`config.mk`:
```
export PLATFORM = sky130hd
export DESIGN_NAME = lut_mux_seq
export DESIGN_NICKNAME = d
export VERILOG_FILES = /design/src/rtl/lut_mux_seq.sv
export SDC_FILE = /design/constraint.sdc
export NUM_CORES = 1
export LEC_CHECK = 0
export CORE_ASPECT_RATIO = 1.2
export CORE_MARGIN = 2
export CORE_UTILIZATION = 58
export CTS_CLUSTER_DIAMETER = 200
export CTS_CLUSTER_SIZE = 40
export DETAILED_ROUTE_END_ITERATION = 16
export PLACE_DENSITY = 0.82
export SYNTH_ARGS = -nofsm -noshare
export SYNTH_HDL_FRONTEND = slang
export SYNTH_SLANG_ARGS = --single-unit
```
`constraint.sdc`:
```
create_clock -name clk -period 3.3 [get_ports clk]
set_clock_uncertainty 0.15 [all_clocks]
set_input_delay 0.33 -clock clk [delete_from_list [all_inputs] [get_ports clk]]
set_output_delay 0.33 -clock clk [all_outputs]
set_load 0.05 [all_outputs]
```
`src/rtl/lut_mux_seq.sv`:
```
// lut_mux_seq: registered 2^SEL_W-entry truth-table mux with a serial shadow/active table reload.
// Rev 1.0. Optional macro LUT_ABORT_EN: cfg_start during a load restarts it.
`default_nettype none

module lut_mux_seq #(
  parameter int SEL_W = 3,
  parameter logic [(1<<SEL_W)-1:0] INIT = 8'b1001_0110
) (
  input  logic             clk,
  input  logic             rst_n,
  input  logic             cfg_start,
  input  logic             cfg_valid,
  output logic             cfg_ready,
  input  logic             cfg_bit,
  output logic             cfg_done,
  input  logic             in_valid,
  input  logic [SEL_W-1:0] in_sel,
  output logic             out_valid,
  output logic             Y
);

  localparam int DEPTH = 1 << SEL_W;
  localparam logic [SEL_W:0] LAST_IDX = (SEL_W+1)'(DEPTH - 1);

  typedef enum logic [0:0] {
    IDLE = 1'b0,
    LOAD = 1'b1
  } state_t;

  state_t           state, state_nxt;
  logic [SEL_W:0]   cnt, cnt_nxt;
  logic [DEPTH-1:0] shadow, shadow_nxt, active;
  logic             abort, accept, last;

`ifdef LUT_ABORT_EN
  assign abort = (state == LOAD) && cfg_start;
`else
  assign abort = 1'b0;
`endif

  // A restart cycle discards its bit, so it can never be the committing one.
  assign accept    = (state == LOAD) && cfg_valid && !abort;
  assign last      = accept && (cnt == LAST_IDX);
  assign cfg_ready = (state == LOAD);

  always_comb begin
    state_nxt  = state;
    cnt_nxt    = cnt;
    shadow_nxt = shadow;
    if (accept) begin
      shadow_nxt[cnt[SEL_W-1:0]] = cfg_bit;
    end
    case (state)
      IDLE: begin
        if (cfg_start) begin
          state_nxt = LOAD;
          cnt_nxt   = '0;
        end
      end
      LOAD: begin
        if (abort) begin
          cnt_nxt = '0;
        end else if (last) begin
          state_nxt = IDLE;
          cnt_nxt   = '0;
        end else if (accept) begin
          cnt_nxt = cnt + 1'b1;
        end
      end
      default: begin
        state_nxt = IDLE;
        cnt_nxt   = '0;
      end
    endcase
  end

  always_ff @(posedge clk or negedge rst_n) begin
    if (!rst_n) begin
      state    <= IDLE;
      cnt      <= '0;
      shadow   <= INIT;
      active   <= INIT;
      cfg_done <= 1'b0;
    end else begin
      state    <= state_nxt;
      cnt      <= cnt_nxt;
      shadow   <= shadow_nxt;
      cfg_done <= last;
      if (last) begin
        active <= shadow_nxt;
      end
    end
  end

  // Evaluation reads the pre-commit table on the commit edge.
  always_ff @(posedge clk or negedge rst_n) begin
    if (!rst_n) begin
      Y         <= 1'b0;
      out_valid <= 1'b0;
    end else begin
      out_valid <= in_valid;
      if (in_valid) begin
        Y <= active[in_sel];
      end
    end
  end

endmodule

`default_nettype wire

```
# Word level (Yosys, flattened, before mapping)
# Cells that the tools add are included.
[word_totals]
register_bits = 24
latch_bits = 0
mem_bits_rw = 0
romBits = 0
inputBits = 9
output_inout_bits = 4
elab_cells = 32
mem_count = 0
[op_classes]
addsub = 1
mul = 0
div = 0
n_lt_le_gt_ge = 3
n_eq_ne = 3
n_shift = 0
n_mux = 13
bitwise = 1
n_reduce_logical = 4
[op_table]
columns = ["op", "count"]
rows = [
  ["two-way mux 4 bit", 3],
  ["bitwise mux 8 bit", 1],
  ["< comparator 3 x 4 -> 1 bit (second input constant)", 2],
  ["two-way mux 8 bit", 1],
  ["one-hot mux 4 bit (2 select lines)", 1],
  ["adder 4 x 1 -> 4 bit (second input constant)", 1],
  ["equality test 4 x 3 -> 1 bit (second input constant)", 1],
  ["two-way mux 1 bit", 4],
  ["binary-select mux 1 bit (select 3 bit)", 1],
  ["demux 1 bit (select 3 bit)", 1],
  [">= comparator 3 x 1 -> 1 bit (second input constant)", 1],
  ["logical AND 1 bit", 3],
  ["inequality test 3 x 1 -> 1 bit (second input constant)", 1],
  ["inequality test 2 bit (second input constant)", 1],
  ["one-hot mux 1 bit (2 select lines)", 1],
  ["AND reduction 2 bit", 1],
  ["NOT 1 bit", 1],
]

# Longest topological paths before layout
[logic_depth]
ltp_word = 6
depth_mapped = 5
mapped_depth_nobuf = 5

# Least setup slack after synthesis
# No wires, ideal clock.
[synth_path]
kind = "reg-to-reg"
startpoint = "reg state, in the netlist cfg_ready"
endpoint = "reg active[1]"
arrival_time_ps = 1711
required_ps = 3068
path_slack_ps = 1357
path_stages_with_launch = 6
synth_period_minus_slack_ps = 1943
cell_sequence = "dfrtp_1 -> buf_6 -> nand3_2 -> nor3_1 -> mux2_2 -> mux2_4"
[synth_between]
elab_chain_cells = 2
elab_cells_between_ends = 3
cone_classes = "1 x mux; 2 x reduce/logical"
[synth_lines]
columns = ["element", "line", "source"]
rows = [
  ["from (decl)", "30", "state_t state, state_nxt;"],
  ["from (signal assigned)", "85", "state <= state_nxt;"],
  ["logical AND 1 bit", "42", "assign accept = (state == LOAD) && cfg_valid && !abort;"],
  ["two-way mux 8 bit", "50", "if (accept) begin"],
  ["via shadow_nxt[1]", "32", "logic [DEPTH-1:0] shadow, shadow_nxt, active;"],
  ["to (signal assigned)", "90", "active <= shadow_nxt;"],
  ["to (decl)", "32", ""],
]
# The timed path passes the listed nets, and every way through them passes these cells.
# A chain may end at the register's enable or synchronous reset.

# Worst setup path in the final report
[layout_path]
startpoint = "reg state, in the netlist cfg_ready"
endpoint = "out cfg_ready"
[layout_lines]
columns = ["element", "line", "source"]
rows = [
  ["to (decl)", "13", "output logic cfg_ready,"],
]
# No word-level cell between the ends.

==> flow_metrics.tcl <==
set metrics [dict create \
    drtIter0Drc 2 \
    place_area_mm2 0.00129 \
    synth_cells 87 \
    p_leak_nw 0.583 \
    startpoint_type "flop" \
    period_minus_slack_ns 2.29 \
    fin_tns_setup_ns 0 \
    fin_crit_sh 0.694 \
    yosys.area_share.simple 0.125 \
    switchingPower_mw 0.365 \
    yosys.area_share.adder 0.0105 \
    relSlewSlack 0.320 \
    fin_nets 110 \
    num_vias 673 \
    arrival_ns 1.81 \
    drive_above_1_share 0.354 \
    worstPathCellList "clkdlybuf4s50_1" \
    clkPwrFrac 0.132 \
    report.final.slew_viol_count 0 \
    crit_type "flop to primary output" \
    powerDensity_mw_per_mm2 858 \
    ys_warn_count 0 \
    synth_seq_cells 24 \
    stdcell_count 118 \
    io_pins 13 \
    drv_cap 0 \
    cts_max_level 1 \
    cts_setup_buffers 0 \
    dpl.hpwl_um 1360 \
    peakVddDrop_uv 568 \
    dieArea_mm2 0.00243 \
    numCtsBuffers 3 \
    synth_nets 97 \
    routed_via_density 5.70 \
    die_w_um 45.3 \
    cp_top_family "buffers and inverters" \
    grt_pass1_vias 715 \
    tightest_slew_ns 1.02 \
    fmax_mhz 436 \
    wl_per_cell_um 15.5 \
    grt-ovfl-total 0 \
    drc_errors 0 \
    crit_fanout 12 \
    avgSynthCellArea_um2 13.7 \
    cts_root_buf "clkbuf_4" \
    hp-class "flop to flop" \
    antenna_found_initial 0 \
    crit_required_ns 2.82 \
    finish.utilization 0.703 \
    cts_buffer_depth 2 \
    end_kind "primary output" \
    cts.sinks 24 \
    synth_mux_area_frac 0.260 \
    hold_buffers 0 \
    rrSetupSlack_ns 1.48 \
    core_mm2 0.00189 \
    initial_core_util 0.628 \
    cts.repair.resized 0 \
    dp_cells 114 \
    synth_top_family_by_area "multiplexers" \
    comb_power_share 0.378 \
    cp_slowest_stage_delay_ns 0.90 \
    p_int_mw 0.776 \
    hold_violations 0 \
    antenna_cells 0 \
    run_status "finished, final reports clean" \
    power_mw 1.14 \
    synth_xor_area_frac 0.0147 \
    grt_start_max_net_pins 25 \
    globalplace.congestion 0.824 \
    rows 17 \
    setup-violations-final 0 \
    fin_area_mm2 0.00133 \
    path_clk_slew_ns 0.12 \
    clk-insertion-delay-late_ns 0.31 \
    synth_top_area_frac 0.337 \
    synth_cell_type_count 25 \
    synth-compound-area-share 0.0263 \
    grt_pass1_wl_um 3190 \
    rsz0062_at_grt "no" \
    io_buffers 12 \
    grt_use_total 0.191 \
    die_y_um 53.6 \
    syn2layout_area_growth_pct 11.9 \
    ant_nets 0 \
    cts_tree "built" \
    wl_um 1830 \
    switching_share 0.320 \
    synthTopCellsByArea "dfrtp_1 (34%), dfstp_2 (18%), mux2_4 (15%), mux2_2 (4.7%), mux2i_1 (4.2%)" \
    worstPathBufferInverterCount 1 \
    netlist_area_mm2 0.00119 \
    yosysTopAreaCell "dfrtp_1" \
    synth.yosys.seq_area_share 0.514 \
    drtPass1Iterations 4 \
    power_frac_seq 0.491 \
    slowest_stage "clkdlybuf4s50_1" \
]
## sequential cells by signal, indices dropped and copies added, names as in the netlist
name       count
Y              1
shadow         8
active         8
cnt            4
cfg_done       1
cfg_ready      1
out_valid      1
## Yosys cell counts (all sizes together)
master  number
a21o         1
a22o         1
buf          3
clkbuf       1
clkinv       1
dfrtp       16
dfstp        8
ha           1
inv          1
mux2        17
mux2i        5
mux4         1
nand2        5
nand2b       4
nand3        1
nand3b       1
nand4        2
nor2         8
nor3         3
o21ai        3
or2          1
or2b         1
xnor2        1
xor2         1
## layer usage
metal,up-vias,wire (µm),global-route usage
li1,328,-,-
met1,321,793,0.226
met2,20,933,0.326
met3,4,69,0.0336
met4,0,31,0.103
met5,-,0,0
## cell usage in the layout, fill, tap and decap left out, drive strengths merged
| cell | instances |
|---|---|
| nor3 | 3 |
| xor2 | 1 |
| mux2 | 17 |
| mux4 | 1 |
| o21ai | 3 |
| xnor2 | 1 |
| a21o | 1 |
| a22o | 1 |
| clkdlybuf4s50 | 12 |
| ha | 1 |
| nor2 | 8 |
| dfstp | 8 |
| nand2b | 4 |
| clkbuf | 4 |
| clkinv | 1 |
| or2b | 1 |
| nand2 | 5 |
| inv | 1 |
| or2 | 1 |
| nand4 | 2 |
| nand3 | 1 |
| dfrtp | 16 |
| nand3b | 1 |
| mux2i | 5 |
## worst paths after layout
kind,start,to,cells after the start
min in group asynchronous,rst_n,shadow[6],1
hold reg to reg,shadow[5],shadow[5],1
setup reg to reg,cfg_ready,active[0],4
setup / recovery,cfg_ready,cfg_ready,1
hold / removal,shadow[5],shadow[5],1
max in group asynchronous,rst_n,cnt[3],1
## stage by stage
| step | hold slack, ns | setup slack (ns) |
|---|---|---|
| 4_1_cts | 0.359 | 0.993 |
| 2_1_floorplan | -0.116 | 1.36 |
| 5_1_grt | 0.354 | 0.921 |
| 6_report | 0.357 | 1.01 |
| 3_3_place_gp | 0.331 | 1.12 |
| 3_5_place_dp | 0.331 | 1.10 |
## kinds of logic after synthesis
family	Yosys count
AOI/OAI and AO/OA	5
and+or+nand+nor	26
muxes	23
adders and majority gates	1
buffers and inverters	6
xor gates and xnor gates	2
DFF	24
## cell type report
cell class	instances	area, µm²
flip-flops and latches	24	611
well taps	19	23.8
clock buffers	4	36.3
multi-input cells	57	519
inverters	2	20.0
repair buffers	12	120
fillers	138	563
## power by group through the flow
stage	registers (mW)	clock network [mW]	logic, mW
after floorplan	0.555	0	0.354
after global placement	0.557	0	0.419
after detailed placement	0.564	0	0.438
after CTS	0.561	0.154	0.440
after global routing	0.579	0.169	0.474
final	0.560	0.150	0.431
Power figures use the tool's default switching activity.
